<file path="src/rtl/accel_uart_framer_if.sv">
// Sample bus from the accelerometer SPI reader into the UART framer.
// No latency of its own; carries the 1-cycle s_valid strobe and three axis words.
// s_ready reports FIFO space; a strobe while s_ready is low is dropped by the slave.
interface accel_uart_framer_if;
  logic        s_valid;
  logic [15:0] s_x;
  logic [15:0] s_y;
  logic [15:0] s_z;
  logic        s_ready;

  modport master (output s_valid, s_x, s_y, s_z, input s_ready);
  modport slave  (input s_valid, s_x, s_y, s_z, output s_ready);
endinterface

</file>
<file path="src/rtl/accel_uart_framer.sv">
// Buffers 3-axis accelerometer samples and sends each one as an 8N1 UART byte frame.
// Start bit begins 2 cycles after an s_valid strobe into an empty FIFO; 70 (80 with checksum) bit-times per frame.
// No stall: s_ready=0 when the FIFO is full, and strobes then are counted in drop_count (saturating).
// Optional feature macro: ACCEL_FRAME_CHECKSUM_EN adds a trailing XOR checksum byte.
module accel_uart_framer #(
  parameter int          CLKS_PER_BIT = 106,
  parameter int          FIFO_DEPTH   = 4,
  parameter logic [7:0]  SYNC_BYTE    = 8'hA5
) (
  input  logic                 sys_clock,
  input  logic                 reset_n,
  accel_uart_framer_if.slave   s,
  output logic                 uart_tx,
  output logic                 busy,
  output logic [7:0]           drop_count,
  output logic [7:0]           frame_count
);

  localparam int PTR_W = $clog2(FIFO_DEPTH);
  localparam int CNT_W = $clog2(FIFO_DEPTH) + 1;
  localparam int CLK_W = $clog2(CLKS_PER_BIT);

`ifdef ACCEL_FRAME_CHECKSUM_EN
  localparam int NUM_BYTES = 8;
`else
  localparam int NUM_BYTES = 7;
`endif

  localparam logic [CNT_W-1:0] FULL_OCC  = CNT_W'(FIFO_DEPTH);
  localparam logic [CLK_W-1:0] CLK_LAST  = CLK_W'(CLKS_PER_BIT - 1);
  localparam logic [2:0]       LAST_BYTE = 3'(NUM_BYTES - 1);

  typedef struct packed {
    logic [15:0] x;
    logic [15:0] y;
    logic [15:0] z;
  } sample_t;

  typedef enum logic [1:0] {
    IDLE  = 2'd0,
    START = 2'd1,
    DATA  = 2'd2,
    STOP  = 2'd3
  } state_t;

  // ---------------------------------------------------------------- FIFO
  sample_t          mem [FIFO_DEPTH];
  logic [PTR_W-1:0] wr_ptr;
  logic [PTR_W-1:0] rd_ptr;
  logic [CNT_W-1:0] occ;
  logic             full;
  logic             empty;
  logic             push;
  logic             pop;
  sample_t          in_sample;

  assign full      = (occ == FULL_OCC);
  assign empty     = (occ == '0);
  assign s.s_ready = ~full;
  // A strobe while full is lost even if the transmitter pops this cycle.
  assign push      = s.s_valid & ~full;
  assign in_sample = '{x: s.s_x, y: s.s_y, z: s.s_z};

  // Sample storage; no reset needed, occupancy decides what is valid.
  always_ff @(posedge sys_clock) begin
    if (push) mem[wr_ptr] <= in_sample;
  end

  // Pointers wrap naturally at the power-of-two depth; occupancy tracks push/pop.
  always_ff @(posedge sys_clock or negedge reset_n) begin
    if (!reset_n) begin
      wr_ptr <= '0;
      rd_ptr <= '0;
      occ    <= '0;
    end else begin
      if (push) wr_ptr <= wr_ptr + 1'b1;
      if (pop)  rd_ptr <= rd_ptr + 1'b1;
      case ({push, pop})
        2'b10:   occ <= occ + 1'b1;
        2'b01:   occ <= occ - 1'b1;
        default: occ <= occ;
      endcase
    end
  end

  // Saturating count of samples lost to a full FIFO.
  always_ff @(posedge sys_clock or negedge reset_n) begin
    if (!reset_n) begin
      drop_count <= '0;
    end else if (s.s_valid && full && (drop_count != 8'hFF)) begin
      drop_count <= drop_count + 8'd1;
    end
  end

  // ---------------------------------------------------------------- transmitter
  state_t           state;
  state_t           state_n;
  logic [CLK_W-1:0] clk_cnt;
  logic [CLK_W-1:0] clk_cnt_n;
  logic [2:0]       bit_idx;
  logic [2:0]       bit_idx_n;
  logic [2:0]       byte_idx;
  logic [2:0]       byte_idx_n;
  logic             bit_end;
  logic             frame_done;
  logic             tx_bit;
  sample_t          sample_q;
  logic [7:0]       cur_byte;

  assign bit_end = (clk_cnt == CLK_LAST);

`ifdef ACCEL_FRAME_CHECKSUM_EN
  logic [7:0] checksum;
  assign checksum = sample_q.x[7:0] ^ sample_q.x[15:8] ^
                    sample_q.y[7:0] ^ sample_q.y[15:8] ^
                    sample_q.z[7:0] ^ sample_q.z[15:8];
`endif

  // Select the byte being shifted out: sync, then each axis little-endian.
  always_comb begin
    cur_byte = 8'hFF;
    case (byte_idx)
      3'd0:    cur_byte = SYNC_BYTE;
      3'd1:    cur_byte = sample_q.x[7:0];
      3'd2:    cur_byte = sample_q.x[15:8];
      3'd3:    cur_byte = sample_q.y[7:0];
      3'd4:    cur_byte = sample_q.y[15:8];
      3'd5:    cur_byte = sample_q.z[7:0];
      3'd6:    cur_byte = sample_q.z[15:8];
`ifdef ACCEL_FRAME_CHECKSUM_EN
      3'd7:    cur_byte = checksum;
`endif
      default: cur_byte = 8'hFF;
    endcase
  end

  // Next-state, pop and line level for the start/data/stop bit sequencer.
  always_comb begin
    state_n    = state;
    clk_cnt_n  = clk_cnt;
    bit_idx_n  = bit_idx;
    byte_idx_n = byte_idx;
    pop        = 1'b0;
    frame_done = 1'b0;
    tx_bit     = 1'b1;
    case (state)
      IDLE: begin
        if (!empty) begin
          pop        = 1'b1;
          state_n    = START;
          clk_cnt_n  = '0;
          bit_idx_n  = '0;
          byte_idx_n = '0;
        end
      end
      START: begin
        tx_bit = 1'b0;
        if (bit_end) begin
          clk_cnt_n = '0;
          bit_idx_n = '0;
          state_n   = DATA;
        end else begin
          clk_cnt_n = clk_cnt + 1'b1;
        end
      end
      DATA: begin
        tx_bit = cur_byte[bit_idx];
        if (bit_end) begin
          clk_cnt_n = '0;
          if (bit_idx == 3'd7) begin
            state_n = STOP;
          end else begin
            bit_idx_n = bit_idx + 3'd1;
          end
        end else begin
          clk_cnt_n = clk_cnt + 1'b1;
        end
      end
      STOP: begin
        tx_bit = 1'b1;
        if (bit_end) begin
          clk_cnt_n = '0;
          if (byte_idx == LAST_BYTE) begin
            state_n    = IDLE;
            frame_done = 1'b1;
          end else begin
            byte_idx_n = byte_idx + 3'd1;
            state_n    = START;
          end
        end else begin
          clk_cnt_n = clk_cnt + 1'b1;
        end
      end
      default: state_n = IDLE;
    endcase
  end

  // Sequencer registers; reset mid-frame drops straight back to an idle-high line.
  always_ff @(posedge sys_clock or negedge reset_n) begin
    if (!reset_n) begin
      state    <= IDLE;
      clk_cnt  <= '0;
      bit_idx  <= '0;
      byte_idx <= '0;
    end else begin
      state    <= state_n;
      clk_cnt  <= clk_cnt_n;
      bit_idx  <= bit_idx_n;
      byte_idx <= byte_idx_n;
    end
  end

  // Hold the popped sample for the whole frame so the FIFO slot frees immediately.
  always_ff @(posedge sys_clock or negedge reset_n) begin
    if (!reset_n) begin
      sample_q <= '0;
    end else if (pop) begin
      sample_q <= mem[rd_ptr];
    end
  end

  // Completed-frame counter, wraps at 256.
  always_ff @(posedge sys_clock or negedge reset_n) begin
    if (!reset_n) begin
      frame_count <= '0;
    end else if (frame_done) begin
      frame_count <= frame_count + 8'd1;
    end
  end

  assign uart_tx = tx_bit;
  assign busy    = (state != IDLE);

endmodule

</file>
<file path="src/flat_wrapper.sv">
// flat-port wrapper written by rule: the top's interface ports become plain ports
module accel_uart_framer_flat 
#(
  parameter int          CLKS_PER_BIT = 106,
  parameter int          FIFO_DEPTH   = 4,
  parameter logic [7:0]  SYNC_BYTE    = 8'hA5
)
  (sys_clock, reset_n, uart_tx, busy, drop_count, frame_count, s_s_valid, s_s_x, s_s_y, s_s_z, s_s_ready);
  accel_uart_framer_if s_i ();
  input  logic sys_clock;
  input  logic reset_n;
  output logic uart_tx;
  output logic busy;
  output logic [7:0] drop_count;
  output logic [7:0] frame_count;
  input wire logic [$bits(s_i.s_valid)-1:0] s_s_valid;
  input wire logic [$bits(s_i.s_x)-1:0] s_s_x;
  input wire logic [$bits(s_i.s_y)-1:0] s_s_y;
  input wire logic [$bits(s_i.s_z)-1:0] s_s_z;
  output wire logic [$bits(s_i.s_ready)-1:0] s_s_ready;
  assign s_i.s_valid = s_s_valid;
  assign s_i.s_x = s_s_x;
  assign s_i.s_y = s_s_y;
  assign s_i.s_z = s_s_z;
  assign s_s_ready = s_i.s_ready;
  accel_uart_framer #(.CLKS_PER_BIT(CLKS_PER_BIT), .FIFO_DEPTH(FIFO_DEPTH), .SYNC_BYTE(SYNC_BYTE)) u_core (.sys_clock(sys_clock), .reset_n(reset_n), .s(s_i), .uart_tx(uart_tx), .busy(busy), .drop_count(drop_count), .frame_count(frame_count));
endmodule
</file>
<file path="config.mk">
export PLATFORM = sky130hd
export DESIGN_NAME = accel_uart_framer_flat
export DESIGN_NICKNAME = d
export VERILOG_FILES = /design/src/rtl/accel_uart_framer_if.sv /design/src/rtl/accel_uart_framer.sv /design/src/flat_wrapper.sv
export SDC_FILE = /design/constraint.sdc
export NUM_CORES = 1
export LEC_CHECK = 0
export ABC_AREA = 1
export CAP_MARGIN = 20
export CORE_MARGIN = 2
export CORE_UTILIZATION = 53
export DETAILED_ROUTE_END_ITERATION = 7
export MAX_ROUTING_LAYER = met4
export PLACE_DENSITY = 0.78
export SLEW_MARGIN = 20
export SYNTH_ARGS = -nofsm -noshare
export SYNTH_HDL_FRONTEND = slang
export SYNTH_SLANG_ARGS = --single-unit
</file>
<file path="constraint.sdc">
create_clock -name sys_clock -period 2.95 [get_ports sys_clock]
set_input_delay 0.295 -clock sys_clock [delete_from_list [all_inputs] [get_ports sys_clock]]
set_output_delay 0.295 -clock sys_clock [all_outputs]
set_load 0.01 [all_outputs]
</file>
==> results_tabular.tex <==
\begin{tabular}{lr}
\hline
Metric & Value \\
\hline
\multicolumn{2}{l}{\textbf{Logic synthesis}} \\
Cell type contributing the most total cell area after synthesis & sky130\_fd\_sc\_hd\_\_edfxtp\_1 \\
Total nets after synthesis & 1094 \\
Commonest cells in the netlist & sky130\_fd\_sc\_hd\_\_nor2\_1, sky130\_fd\_sc\_hd\_\_edfxtp\_1, sky130\_fd\_sc\_hd\_\_o21ai\_0, sky130\_fd\_sc\_hd\_\_nand2\_1, sky130\_fd\_sc\_hd\_\_dfrtp\_1 \\
Post-synth ARST share & 30.9\% \\
Number of enable-type register cells in the synthesized netlist & 192 \\
Most numerous cell in the Yosys netlist & sky130\_fd\_sc\_hd\_\_nor2\_1 \\
Area of the mapped netlist & 11500 um2 \\
Avg Synthesized Cell Area & 11.2 um2 \\
Number of synthesized register bits & 278 \\
Synthesis Warnings & 0 \\
Main area contributors after synthesis & sky130\_fd\_sc\_hd\_\_edfxtp\_1, sky130\_fd\_sc\_hd\_\_dfrtp\_1, sky130\_fd\_sc\_hd\_\_nor2\_1 \\
Fraction of the yosys area taken by sequential cells & 69.0\% \\
Area share of the leading cell type in the synthesized netlist & 50.3\% \\
Unique masters post-synth & 29 \\
Gate Count Post-Synth & 1021 \\
Most used flip-flop cell after synthesis & sky130\_fd\_sc\_hd\_\_edfxtp\_1 \\
\multicolumn{2}{l}{\textbf{Setup path}} \\
Worst setup EP type & output pin \\
Origin of the worst setup path & u\_core.byte\_idx[0]\$\_DFFE\_PN0P\_ \\
Startpoint kind of the worst setup timing path & register \\
Worst reg2reg endpoint & u\_core.sample\_q[34]\$\_DFFE\_PN0P\_ \\
Critical-path cell list & ha\_4 > clkdlybuf4s18\_2 > buf\_4 > o41a\_1 > a21oi\_2 > dlygate4sd2\_1 \\
Data arrival, critical path & 2.55 ns \\
WP data required & 2.65 ns \\
Slowest stage delay, CP & 0.45 ns \\
Length in cells of the worst reg-to-reg path & 5 \\
Cell type of the slowest stage on the worst timing path & sky130\_fd\_sc\_hd\_\_o41a\_1 \\
Startpoint-to-endpoint class of the critical path & reg -> out \\
Launch instance of the worst register-to-register path & u\_core.rd\_ptr[0]\$\_DFFE\_PN0P\_ \\
CP Capture Point & uart\_tx \\
R2R setup slack & 0.73 ns \\
Maximum fanout count along the critical path & 8 \\
\multicolumn{2}{l}{\textbf{CTS}} \\
Clock Sinks & 278 \\
Clock-pin slew on the worst setup and hold paths & 0.06 ns \\
Number of CTS-inserted buffers & 28 \\
H-tree lvl count & 1 \\
Worst skew pair latency & 0.55 ns \\
CTS Root Cell & sky130\_fd\_sc\_hd\_\_clkbuf\_16 \\
Deepest clock path buffer count & 3 \\
CTS tree & yes \\
\multicolumn{2}{l}{\textbf{Pwr}} \\
Maximum vdd ir drop & 0.758 mV \\
Power density over the cells & 709 nW/um2 \\
Overall Power & 9.69 mW \\
Pleak & 5.20 nW \\
\multicolumn{2}{l}{\textbf{STA}} \\
Fmax achieved & 352 MHz \\
Relative slew slack & 34.4\% \\
Hold Worst Slack & 0.234 ns \\
Final Hold Vio Count & 0 \\
Final-report max-slew violation count & 0 \\
Least-Margin Pin Slew & 0.982 ns \\
Clock Skew & 0.0177 ns \\
Fraction of the cycle the final worst path needs & 96.4\% \\
Final setup violation count & 0 \\
Post-route minimum period & 2.84 ns \\
RSZ-0062 raised after global routing & no \\
\multicolumn{2}{l}{\textbf{Placed design}} \\
Post-DP HPWL & 14500 um \\
Routability cong. & 0.893 \\
Count of port buffers added during placement & 69 \\
\multicolumn{2}{l}{\textbf{Route}} \\
Count of nets left with antenna violations after detail routing & 0 \\
Number of DRC markers in iteration 0 & 575 \\
Total wirelength of the detailed-routed design & 24200 um \\
Count of unresolved DRC violations after routing & 0 \\
Via-per-instance ratio & 5.50 \\
Overall via count from detail\_route & 7676 \\
Count of TritonRoute iterations in the first routing pass & 5 \\
Final routed wire length divided by cell count & 17.4 um \\
\multicolumn{2}{l}{\textbf{Global route}} \\
Initial antenna violation count & 0 \\
Wire length of the first global-routing pass & 38400 um \\
GRT Total Usage & 22.5\% \\
Total congestion overflow after global routing & 0 \\
Pin count of the biggest net entering global routing & 98 \\
Vias in the first global route & 7551 \\
\multicolumn{2}{l}{\textbf{Finish}} \\
Fraction of layout instances using a drive strength above 1 & 8.92\% \\
Syn-to-layout area delta & 19.2\% \\
Fillers & 1536 \\
Net count of the finished layout & 1172 \\
Diode count & 0 \\
\multicolumn{2}{l}{\textbf{Floorplanning}} \\
Area enclosed by the die boundary & 22800 um2 \\
Number of top-level pins & 70 \\
Vert. Die Dim & 151 um \\
Num rows & 53 \\
Starting Density & 54.2\% \\
Width of the die & 151 um \\
Core region area & 21200 um2 \\
\multicolumn{2}{l}{\textbf{Outcome}} \\
Result of the run & finished, final reports clean \\
\multicolumn{2}{l}{\textbf{Run}} \\
\# Max-Cap Violations & 0 \\
\multicolumn{2}{l}{\textbf{Min path}} \\
Worst hold-check path type & in -> async \\
\hline
\end{tabular}
## flip-flops by register name, summed over array words and instances, names as in the netlist
name and cells:
u_core.mem 192, u_core.sample_q 48, u_core.drop_count 8, u_core.frame_count 8, u_core.clk_cnt 7, u_core.bit_idx 3
u_core.byte_idx 3, u_core.occ 3, u_core.rd_ptr 2, u_core.state 2, u_core.wr_ptr 2
## critical path: cells and delay by family, from the launching register on
family / cells / cell delay (ns)
compound gates: 2 / 0.64
flops: 1 / 0.44
fa+ha+maj: 1 / 0.22
buf+inv: 3 / 0.70
## metrics by stage
| step | instances | instance area (um2) | utilization [%] | setup slack [ns] | setup TNS (ns) |
|---|---|---|---|---|---|
| floorplan | 1021 | 11500 | - | -0.277 | -53.22 |
| global placement | 1336 | 12500 | 59.3 | 0.256 | 0 |
| detailed placement | 1336 | 12500 | 59.3 | 0.200 | 0 |
| CTS | 1392 | 13600 | 64.4 | 0.107 | 0 |
| global route | 1396 | 13700 | 64.6 | 0.0216 | 0 |
| finish | 1396 | 13700 | 64.6 | 0.105 | 0 |
## metal layers
layer | vias up | routed length, um | track usage, %
met5 | - | 0 | -
met4 | 0 | 722 | 7.01
met1 | 3712 | 10100 | 28.3
li1 | 3668 | - | -
met2 | 240 | 12200 | 38.3
met3 | 56 | 1260 | 3.16
## cell families after synthesis
kind of cell	count (synthesis)	share of synthesized area (%)
flops	278	69.0
xor+xnor	18	1.37
mux	3	0.295
buf+inv	104	3.58
compound gates	181	8.56
simple gates	415	14.7
fa+ha+maj	22	2.47
## worst min-delay path by stage
stage	endpoint	slack, ns	cells past startpoint
3_5_place_dp	u_core.frame_count[3]$_DFFE_PN0P_	0.26	1
5_1_grt	u_core.frame_count[3]$_DFFE_PN0P_	0.29	2
4_1_cts	u_core.rd_ptr[1]$_DFFE_PN0P_	0.24	2
2_1_floorplan	u_core.bit_idx[0]$_DFFE_PN0P_	-0.0006	0
6_report	u_core.frame_count[3]$_DFFE_PN0P_	0.23	2
3_3_place_gp	u_core.frame_count[4]$_DFFE_PN0P_	0.25	1
## final cells by class
cell class              count  area, um2  share of cell area, %
repair buffers             97        977                   7.15
inverters                  55        206                   1.51
well taps                 275        344                   2.52
clock inverters            14        209                   1.53
flip-flops and latches    278       7920                   57.9
multi-input cells         639       3220                   23.6
clock buffers              38        788                   5.77
## power by group
group,switching [mW],total [mW],internal (mW)
Clock,1.43,3.74,2.31
Sequential,0.162,4.99,4.83
Combinational,0.635,0.969,0.334
## timing repair
| item | 4_1_cts | 5_1_grt |
|---|---|---|
| endpoints found under the setup margin | 1 | 1 |
| setup buffers | 3 | 4 |
| hold buffers | 1 | 0 |
| hold endpoints to repair | 30 | 0 |
| pin swaps | 0 | 1 |
| resized for setup | 11 | 1 |
## placed cells by master (no fill, tap or decap), types with 2 or more instances in the layout
cell type,netlist,final
sky130_fd_sc_hd__clkbuf_8,0,5
sky130_fd_sc_hd__nand2_2,2,2
sky130_fd_sc_hd__nor2_1,258,254
sky130_fd_sc_hd__o22ai_1,11,11
sky130_fd_sc_hd__a21oi_1,7,6
sky130_fd_sc_hd__clkbuf_16,0,28
sky130_fd_sc_hd__buf_4,0,21
sky130_fd_sc_hd__o21ai_0,120,120
sky130_fd_sc_hd__dfrtp_1,86,85
sky130_fd_sc_hd__xor2_1,15,15
sky130_fd_sc_hd__buf_12,0,6
sky130_fd_sc_hd__clkdlybuf4s50_1,0,67
sky130_fd_sc_hd__bufinv_16,0,5
sky130_fd_sc_hd__nand3_1,51,51
sky130_fd_sc_hd__clkinv_2,0,4
sky130_fd_sc_hd__nor2_2,2,2
sky130_fd_sc_hd__nand2_1,88,88
sky130_fd_sc_hd__nor2_4,0,4
sky130_fd_sc_hd__nand4_1,4,4
sky130_fd_sc_hd__mux2_2,3,3
sky130_fd_sc_hd__nor3_4,2,2
sky130_fd_sc_hd__clkinvlp_4,0,2
sky130_fd_sc_hd__nor3_1,6,6
sky130_fd_sc_hd__ha_1,21,17
sky130_fd_sc_hd__clkbuf_1,31,5
sky130_fd_sc_hd__inv_2,4,6
sky130_fd_sc_hd__xnor2_1,3,3
sky130_fd_sc_hd__clkinv_1,0,2
sky130_fd_sc_hd__inv_1,51,49
sky130_fd_sc_hd__ha_4,0,4
sky130_fd_sc_hd__edfxtp_1,192,192
sky130_fd_sc_hd__a31oi_1,40,40
No activity file was read; power rests on OpenSTA's default activity.
